File: src/rtl/ip_parser.sv
// -----------------------------------------------------------------------------
// ip_parser
// Second stage of the Ethernet receive path. Takes the byte stream that follows
// the Ethernet header, checks the IPv4 header (including options) and forwards
// only the IP payload of accepted packets. Ethernet padding and FCS bytes after
// the payload are discarded. Rejected packets are consumed silently and
// signalled with a one-cycle pkt_dropped pulse.
//
// Ports
//   clk, rst          clock, synchronous active-high reset
//   s_axis_*          input byte stream; tuser[17:2] ethertype, [1:0] MAC match
//   m_axis_*          IP payload stream; tuser[31:0] src IP, [47:32] payload
//                     length in bytes, [48] destination was broadcast
//   pkt_dropped       1-cycle pulse per rejected or aborted packet
//   pkt_truncated     1-cycle pulse when a frame ends before the payload length
// -----------------------------------------------------------------------------
module ip_parser #(
    parameter int          DATA_WIDTH     = 8,
    parameter logic [31:0] TARGET_IP_ADDR = 32'hC0A8010A,
    parameter bit          ACCEPT_BCAST   = 1'b1
) (
    input  logic                  clk,
    input  logic                  rst,
    input  logic [DATA_WIDTH-1:0] s_axis_tdata,
    input  logic                  s_axis_tvalid,
    input  logic                  s_axis_tlast,
    output logic                  s_axis_tready,
    input  logic [17:0]           s_axis_tuser,
    output logic [DATA_WIDTH-1:0] m_axis_tdata,
    output logic                  m_axis_tvalid,
    output logic                  m_axis_tlast,
    output logic [48:0]           m_axis_tuser,
    input  logic                  m_axis_tready,
    output logic                  pkt_dropped,
    output logic                  pkt_truncated
);

    typedef enum logic [2:0] {
        S_IDLE, S_HEADER, S_OPTIONS, S_PAYLOAD, S_PAD, S_DROP
    } state_t;

    state_t      r_state, w_next;
    logic [5:0]  r_idx;        // index of the header byte currently presented
    logic [3:0]  r_ver, r_ihl;
    logic [15:0] r_total_len;
    logic [13:0] r_frag;       // MF flag + fragment offset
    logic [31:0] r_src, r_dst;
    logic [7:0]  r_hi;         // high byte of the checksum word in progress
    logic [15:0] r_csum;
    logic [17:0] r_user_in;
    logic [15:0] r_pay_cnt;
    logic [48:0] r_m_tuser;
    logic        r_dropped, r_trunc;

    logic        w_xfer;
    logic [16:0] w_sum17;
    logic [15:0] w_csum_next, w_csum_final;
    logic [31:0] w_dst;
    logic [15:0] w_hdr_len, w_len;
    logic        w_hdr_end, w_hdr_ok, w_bcast;

    assign w_xfer = s_axis_tvalid & s_axis_tready;

    // One's-complement add of the current big-endian word with end-around carry.
    // The folded result cannot overflow 16 bits (max 0x1FFFE -> 0xFFFF).
    assign w_sum17      = {1'b0, r_csum} + {1'b0, r_hi, s_axis_tdata};
    assign w_csum_next  = w_sum17[15:0] + {15'd0, w_sum17[16]};
    assign w_csum_final = r_idx[0] ? w_csum_next : r_csum;

    // The last destination byte may be the byte being accepted right now.
    assign w_dst     = (r_idx == 6'd19) ? {r_dst[23:0], s_axis_tdata} : r_dst;
    assign w_hdr_len = {10'd0, r_ihl, 2'b00};
    assign w_len     = r_total_len - w_hdr_len;
    assign w_bcast   = (w_dst == 32'hFFFFFFFF);

    // With IHL<5 the header is still judged at byte 19 and then fails the IHL check.
    assign w_hdr_end = ((r_idx == 6'd19) && (r_ihl <= 4'd5)) ||
                       ((r_idx > 6'd19) && (r_idx == ({r_ihl, 2'b00} - 6'd1)));

    assign w_hdr_ok = (r_user_in[17:2] == 16'h0800) && (r_user_in[1:0] != 2'b00) &&
                      (r_ver == 4'd4) && (r_ihl >= 4'd5) &&
                      (w_csum_final == 16'hFFFF) && (r_frag == 14'd0) &&
                      (r_total_len >= w_hdr_len) &&
                      ((w_dst == TARGET_IP_ADDR) || (ACCEPT_BCAST && w_bcast));

    // State register
    always_ff @(posedge clk) begin
        if (rst) r_state <= S_IDLE;
        else     r_state <= w_next;
    end

    // Next-state logic
    always_comb begin
        w_next = r_state;
        case (r_state)
            S_IDLE: begin
                // A one-byte frame cannot hold a header; it is dropped in place.
                if (w_xfer && !s_axis_tlast) w_next = S_HEADER;
            end
            S_HEADER, S_OPTIONS: begin
                if (w_xfer) begin
                    if (s_axis_tlast)       w_next = S_IDLE;
                    else if (w_hdr_end)     w_next = !w_hdr_ok ? S_DROP :
                                                     (w_len == 16'd0) ? S_PAD : S_PAYLOAD;
                    else if (r_idx == 6'd19) w_next = S_OPTIONS;
                end
            end
            S_PAYLOAD: begin
                if (w_xfer) begin
                    if (s_axis_tlast)               w_next = S_IDLE;
                    else if (r_pay_cnt == 16'd1)    w_next = S_PAD;
                end
            end
            S_PAD, S_DROP: begin
                if (w_xfer && s_axis_tlast) w_next = S_IDLE;
            end
            default: w_next = S_IDLE;
        endcase
    end

    // Outputs: payload is a zero-latency pass-through with backpressure
    always_comb begin
        s_axis_tready = 1'b1;
        m_axis_tvalid = 1'b0;
        m_axis_tlast  = 1'b0;
        m_axis_tdata  = s_axis_tdata;
        if (r_state == S_PAYLOAD) begin
            s_axis_tready = m_axis_tready;
            m_axis_tvalid = s_axis_tvalid;
            m_axis_tlast  = (r_pay_cnt == 16'd1) | s_axis_tlast;
        end
    end

    assign m_axis_tuser  = r_m_tuser;
    assign pkt_dropped   = r_dropped;
    assign pkt_truncated = r_trunc;

    // Header capture, checksum, payload counter and status pulses
    always_ff @(posedge clk) begin
        if (rst) begin
            r_idx       <= '0;
            r_ver       <= '0;
            r_ihl       <= '0;
            r_total_len <= '0;
            r_frag      <= '0;
            r_src       <= '0;
            r_dst       <= '0;
            r_hi        <= '0;
            r_csum      <= '0;
            r_user_in   <= '0;
            r_pay_cnt   <= '0;
            r_m_tuser   <= '0;
            r_dropped   <= 1'b0;
            r_trunc     <= 1'b0;
        end else begin
            r_dropped <= 1'b0;
            r_trunc   <= 1'b0;
            if (w_xfer) begin
                case (r_state)
                    S_IDLE: begin
                        r_idx     <= 6'd1;
                        r_ver     <= s_axis_tdata[7:4];
                        r_ihl     <= s_axis_tdata[3:0];
                        r_hi      <= s_axis_tdata;
                        r_csum    <= '0;
                        r_user_in <= s_axis_tuser;
                        if (s_axis_tlast) r_dropped <= 1'b1;
                    end
                    S_HEADER, S_OPTIONS: begin
                        r_idx <= r_idx + 6'd1;
                        if (!r_idx[0]) r_hi   <= s_axis_tdata;
                        else           r_csum <= w_csum_next;
                        case (r_idx)
                            6'd2:  r_total_len[15:8] <= s_axis_tdata;
                            6'd3:  r_total_len[7:0]  <= s_axis_tdata;
                            6'd6:  r_frag[13:8]      <= s_axis_tdata[5:0];
                            6'd7:  r_frag[7:0]       <= s_axis_tdata;
                            6'd12, 6'd13, 6'd14, 6'd15:
                                   r_src <= {r_src[23:0], s_axis_tdata};
                            6'd16, 6'd17, 6'd18, 6'd19:
                                   r_dst <= {r_dst[23:0], s_axis_tdata};
                            default: ;
                        endcase
                        if (s_axis_tlast) begin
                            r_dropped <= 1'b1;
                        end else if (w_hdr_end) begin
                            if (!w_hdr_ok) begin
                                r_dropped <= 1'b1;
                            end else begin
                                r_m_tuser <= {w_bcast, w_len, r_src};
                                r_pay_cnt <= w_len;
                            end
                        end
                    end
                    S_PAYLOAD: begin
                        r_pay_cnt <= r_pay_cnt - 16'd1;
                        if (s_axis_tlast && (r_pay_cnt > 16'd1)) r_trunc <= 1'b1;
                    end
                    default: ;
                endcase
            end
        end
    end

endmodule

File: config.mk
export PLATFORM = sky130hd
export DESIGN_NAME = ip_parser
export DESIGN_NICKNAME = d
export VERILOG_FILES = /design/src/rtl/ip_parser.sv
export SDC_FILE = /design/constraint.sdc
export NUM_CORES = 1
export LEC_CHECK = 0
export ABC_CLOCK_PERIOD_IN_PS = 12300
export CAP_MARGIN = 20
export CORE_UTILIZATION = 45
export DETAILED_ROUTE_END_ITERATION = 10
export HOLD_SLACK_MARGIN = 0.05
export PLACE_DENSITY = 0.69
export SLEW_MARGIN = 20
export SYNTH_ARGS = -nofsm -noshare
export SYNTH_HDL_FRONTEND = slang
export SYNTH_SLANG_ARGS = --single-unit
File: constraint.sdc
create_clock -name clk -period 12.3 [get_ports clk]
set_input_delay 2.46 -clock clk [delete_from_list [all_inputs] [get_ports clk]]
set_output_delay 2.46 -clock clk [all_outputs]
set_load 0.02 [all_outputs]
[After elaboration in Yosys (flattened, before gate mapping)]
Cells that the tools add are included.
Storage, ports and cells
  register bits: 220
  input port bits: 31
  output and inout port bits: 62
Cells by class
  add/subtract/negate cells: 6
  mux-type cells: 31
  reduce and logical (&&, ||, !) cells: 39
  bitwise logic cells: 5
  eq/ne operators: 34
  order comparisons: 5
Operator list (number)
  32-bit equality test (second input constant): 2
  16-bit two-way mux: 4
  16-bit one-hot mux with 2 select lines: 2
  3-bit two-way mux: 11
  32-bit two-way mux: 1
  6-bit by 4-bit equality test with 1-bit output (second input constant): 4
  6-bit by 5-bit equality test with 1-bit output (second input constant): 4
  3-bit AND reduction: 7
  16-bit by 16-bit adder with 17-bit output: 1
  16-bit by 1-bit adder with 16-bit output: 1
  16-bit by 1-bit equality test with 1-bit output (second input constant): 1
  16-bit by 12-bit equality test with 1-bit output (second input constant): 1
  16-bit equality test (second input constant): 1
  16-bit by 6-bit greater-or-equal comparator with 1-bit output: 1
  16-bit by 1-bit > comparator with 1-bit output (second input constant): 1
  16-bit logical NOT: 1
  2-bit inequality test (second input constant): 8
  8-bit one-hot mux with 2 select lines: 1
  16-bit by 1-bit subtractor with 16-bit output (second input constant): 1
  16-bit by 6-bit subtractor with 16-bit output: 1
  14-bit logical NOT: 1
  6-bit by 2-bit equality test with 1-bit output (second input constant): 2
  6-bit by 3-bit equality test with 1-bit output (second input constant): 2
  1-bit logical AND: 12
  30 further kinds: 49

[Longest topological paths before layout]
  word-level depth: 13
  depth in mapped cells: 28
  mapped depth without buffers: 25

[Worst setup path after synthesis]
OpenSTA, ideal clock, no wires.
  path type: input-to-reg
  start: input s_axis_tdata[0]
  end: register r_pay_cnt[12]
  buffers on the path: 1
  cell stages on the path: 26
  path slack: 4.895 ns
  setup time: 0.117 ns
  arrival time: 7.287 ns
  data required time: 12.183 ns
  cells stage by stage: ha_1 -> inv_1 -> fa_1 -> nand2b_1 -> a21oi_2 -> o311a_1 -> o21ai_0 -> nand2b_1 -> a21oi_1 -> nor2_1 -> o21ai_0 -> nand2b_1 -> ha_1 -> ha_1 -> and3_1 -> a31oi_1 -> or4_1 -> nor4b_1 -> o2111ai_1 -> a2111oi_2 -> o2111ai_1 -> o31ai_2 -> a22o_4 -> buf_6 -> o21ai_2 -> a32o_1
Between the ends
  longest elaborated chain between the ends: 10
RTL lines
  start: declaration: line 24  | input logic [DATA_WIDTH-1:0] s_axis_tdata,
  16-bit by 16-bit adder with 17-bit output: line 66  | assign w_sum17 = {1'b0, r_csum} + {1'b0, r_hi, s_axis_tdata};
  16-bit by 1-bit adder with 16-bit output: line 67  | assign w_csum_next = w_sum17[15:0] + {15'd0, w_sum17[16]};
  16-bit two-way mux
  16-bit equality test: line 82  | (w_csum_final == 16'hFFFF) && (r_frag == 14'd0) &&
  1-bit logical AND: line 81  | (r_ver == 4'd4) && (r_ihl >= 4'd5) &&
  1-bit logical AND (2 in a row): line 82
  1-bit logical AND (*): line 83  | (r_total_len >= w_hdr_len) &&
  2-bit inequality test (no source line) (*)
  5-bit AND reduction (no source line) (*)
  end signal: assignment: line 191  | r_pay_cnt <= w_len;
  end signal: assignment: line 196  | r_pay_cnt <= r_pay_cnt - 16'd1;
  end: declaration: line 51  | logic [15:0] r_pay_cnt;
Mark *: on every way between the ends. The rest lies on a longest branch, timed or not.
A chain may end at the register's enable or synchronous reset.

[Worst setup path in the final report]
  start: input s_axis_tdata[0]
  end: register r_m_tuser[0], in the netlist m_axis_tuser[0]
Between the ends
  longest elaborated chain between the ends: 9
RTL lines
  16-bit by 16-bit adder with 17-bit output: line 66
  16-bit by 1-bit adder with 16-bit output: line 67
  16-bit two-way mux
  16-bit equality test: line 82
  1-bit logical AND: line 81
  1-bit logical AND (2 in a row): line 82
  1-bit logical AND (*): line 83
  5-bit AND reduction (no source line) (*)
  end signal: assignment: line 190  | r_m_tuser <= {w_bcast, w_len, r_src};
  end: declaration: line 52  | logic [48:0] r_m_tuser;
Marks and branches as above.

==> flow_metrics.env <==
export IMPL_setup_viol=0
export IMPL_fp_coreArea_mm2=0.0244
export IMPL_cpPeakStageDelay_ns=0.72
export IMPL_grt_pass1_vias=9088
export IMPL_gp_congestion=0.892
export IMPL_pin_count=93
export IMPL_cts_tree="yes"
export IMPL_start_util_pct=46.0
export IMPL_area_growth_pct=16.3
export IMPL_synth_seq_cells=220
export IMPL_final_cell_mix="nand2_1, dfxtp_1, nor2_1"
export IMPL_r2r_slack_ns=6.32
export IMPL_grt_max_degree=90
export IMPL_via_per_inst=5.60
export IMPL_p_leak_nw=5.06
export IMPL_die_w_um=160
export IMPL_vdd_ir_drop_max_mv=0.0814
export IMPL_hp_start="r_src[24]"
export IMPL_power_mw=1.60
export IMPL_slowest_stage="clkdlybuf4s50_1"
export IMPL_cts_resized=0
export IMPL_whs_endpoint="r_src[24]"
export IMPL_whs_path_depth=2
export IMPL_power_share_sequential_pct=45.5
export IMPL_min_period_ns=8.50
export IMPL_clk_insertion_delay_late_ns=0.53
export IMPL_critPathRequiredTime_ns=12.68
export IMPL_finalNetCount=1497
export IMPL_cp_num_buf_inv=3
export IMPL_worstSetupPathType="input port to flop"
export IMPL_drive_above_1_share_pct=6.20
export IMPL_worstPathArrival_ns=8.88
export IMPL_diodes=0
export IMPL_p_int_mw=1.20
export IMPL_p_per_area_mw_per_mm2=123
export IMPL_rr_endpoint="m_axis_tuser[0]"
export IMPL_start_kind="input port"
export IMPL_hp_class="flop to flop"
export IMPL_fin_worst_skew_ns=0.00900
export IMPL_async_reset_ff_share_pct=0
export IMPL_cts_sinks=220
export IMPL_clkPwrFrac_pct=45.1
export IMPL_mostFrequentLayoutCell="nand2_1"
export IMPL_fin_area_mm2=0.0130
export IMPL_hold_violations=0
export IMPL_placement_cell_area_mm2=0.0122
export IMPL_min_period_over_period_pct=69.1
export IMPL_drt_pass1_iterations=5
export IMPL_combinationalPowerShare_pct=9.4
export IMPL_clkTransAtPathRegs_ns=0.06
export IMPL_hpwl_mm=20.0
export IMPL_drv_cap=0
export IMPL_yosysTopAreaCell="dfxtp_1"
export IMPL_finalMaxSlewViolations=0
export IMPL_endpoint_kind="flop"
export IMPL_grt_first_pass_wirelength_mm=47.7
export IMPL_tns_ns=0
export IMPL_sw_frac_of_total_pct=25.0
export IMPL_root_buffer="clkbuf_16"
export IMPL_final_core_util_pct=53.5
export IMPL_syn_area_per_cell_um2=8.03
export IMPL_track_usage_pct=22.5
export IMPL_antenna_found_initial=0
export IMPL_antenna_left=0
export IMPL_ys_types=85
export IMPL_cts_made_buffers=24
export IMPL_worstMarginPinSlew_ns=1.00
export IMPL_relSlewSlack_pct=33.2
export IMPL_core_rowCount=57
export IMPL_via_count=9946
export IMPL_yosysSeqAreaShare_pct=39.3
export IMPL_cp_top_family="simple AND/OR/NAND/NOR gates"
export IMPL_yosysTopAreaCellShare_pct=39.3
export IMPL_postCtsSetupRepairBufs=0
export IMPL_netSwitchingPower_mw=0.400
export IMPL_syn_inst=1396
export IMPL_synth_area_leaders="dfxtp_1, nand2_1, mux2i_1"
export IMPL_wl_per_cell_um=16.5
export IMPL_dp_slack_ns=3.30
export IMPL_first_iter_violations=826
export IMPL_totalWireLength_mm=29.4
export IMPL_place_inst=1732
export IMPL_h_tree_depth=1
export IMPL_finalWorstSetupSlack_ns=3.80
export IMPL_crit_fanout=56
export IMPL_clock_path_buffers=3
export IMPL_ctsHoldBuffers=0
export IMPL_syn_area_mm2=0.0112
export IMPL_yosysWarnings=0
export IMPL_syn_nets=1459
export IMPL_drc=0
export IMPL_io_buffers=92
export IMPL_worstRegToRegCells=25
export IMPL_synth_edff_count=0
export IMPL_status="completed"
export IMPL_timing_fmax_mhz=118
export IMPL_grt_overflow_total=0
export IMPL_rsz0062_at_grt="false"
export IMPL_worstReg2RegStart="r_csum[0]"
export IMPL_die_h_um=160
export IMPL_synthFlopType="dfxtp_1"
export IMPL_holdWs_ns=0.456
export IMPL_instances_no_fill=1776
export IMPL_die_area_mm2=0.0256
## worst min-delay path: stages, from the launching register on
cell and delay, ns:
dfxtp_1 0.31, nand2_1 0.05, a21oi_1 0.05
## flip-flops by register name (all words and copies together), names as in the netlist
signal         count
m_axis_tuser      49
r_dst             32
r_src             32
r_user_in         18
r_csum            16
r_pay_cnt         16
r_total_len       16
r_frag            14
r_hi               8
r_idx              6
r_ihl              4
r_ver              4
r_state            3
pkt_dropped        1
pkt_truncated      1
## cell type report
class                   instances  area, µm²
fillers                      2297      11400
well taps                     324        405
flip-flops and latches        220       4400
repair buffers                106       1030
clock buffers                  38        723
multi-input cells            1057       6320
inverters                      25       93.8
clock inverters                 6       70.1
## cells in the mapped netlist, types with 4 or more instances
cell type,number
nor3_1,29
nor4b_1,8
a32o_1,7
nand2_1,233
nor3b_1,5
clkbuf_1,72
a211oi_1,11
and3_1,6
a21o_1,4
nor2b_1,8
xnor2_1,22
nand4_1,15
o22ai_1,4
nor2_1,175
o21a_1,5
o211ai_1,10
or4_1,13
buf_2,7
a31oi_1,10
o31a_1,4
a22oi_1,7
and4_1,4
or2_2,6
buf_4,13
ha_1,30
nor4_1,28
dfxtp_1,220
nand2b_1,13
and2_1,8
nand3_1,27
o2111ai_1,5
or3_1,13
xor2_1,13
mux2i_1,78
o21ai_0,33
inv_1,23
a21oi_1,151
## worst max-delay path by stage
| stage | startpoint | slack (ns) | cells past startpoint | to |
|---|---|---|---|---|
| floorplan | s_axis_tdata[0] | 4.90 | 26 | r_pay_cnt[12] |
| global placement | s_axis_tdata[0] | 3.52 | 26 | r_pay_cnt[4] |
| detailed placement | s_axis_tdata[0] | 3.30 | 26 | r_pay_cnt[8] |
| CTS | s_axis_tdata[0] | 3.83 | 26 | r_pay_cnt[8] |
| global route | s_axis_tdata[0] | 3.41 | 26 | r_pay_cnt[4] |
| finish | s_axis_tdata[0] | 3.80 | 26 | m_axis_tuser[0] |
## cell families (layout without fill, tap and decap cells)
family,after synthesis,count (layout),synth area share (%)
AO/OA/AOI/OAI,303,303,17.4
XOR/XNOR,36,36,2.88
adder cells (fa/ha/maj),32,32,3.70
buffers and inverters,119,175,4.56
flip-flops,220,220,39.3
multiplexers,78,78,6.96
AND/OR/NAND/NOR,608,608,25.2
## power groups by stage
stage	Clock, mW	Combinational (mW)	Sequential [mW]
finish	0.722	0.150	0.729
CTS	0.736	0.149	0.729
global placement	0	0.148	0.745
floorplan	0	0.104	0.742
detailed placement	0	0.149	0.745
global route	0.765	0.164	0.730
## layer usage
| metal | vias up | GRT usage, % | routed length (µm) |
|---|---|---|---|
| li1 | 5013 | - | - |
| met4 | 0 | 6.28 | 659 |
| met5 | - | 0 | 0 |
| met2 | 227 | 36.1 | 13200 |
| met1 | 4660 | 31.9 | 14100 |
| met3 | 46 | 2.65 | 1360 |
Power figures use the tool's default switching activity.
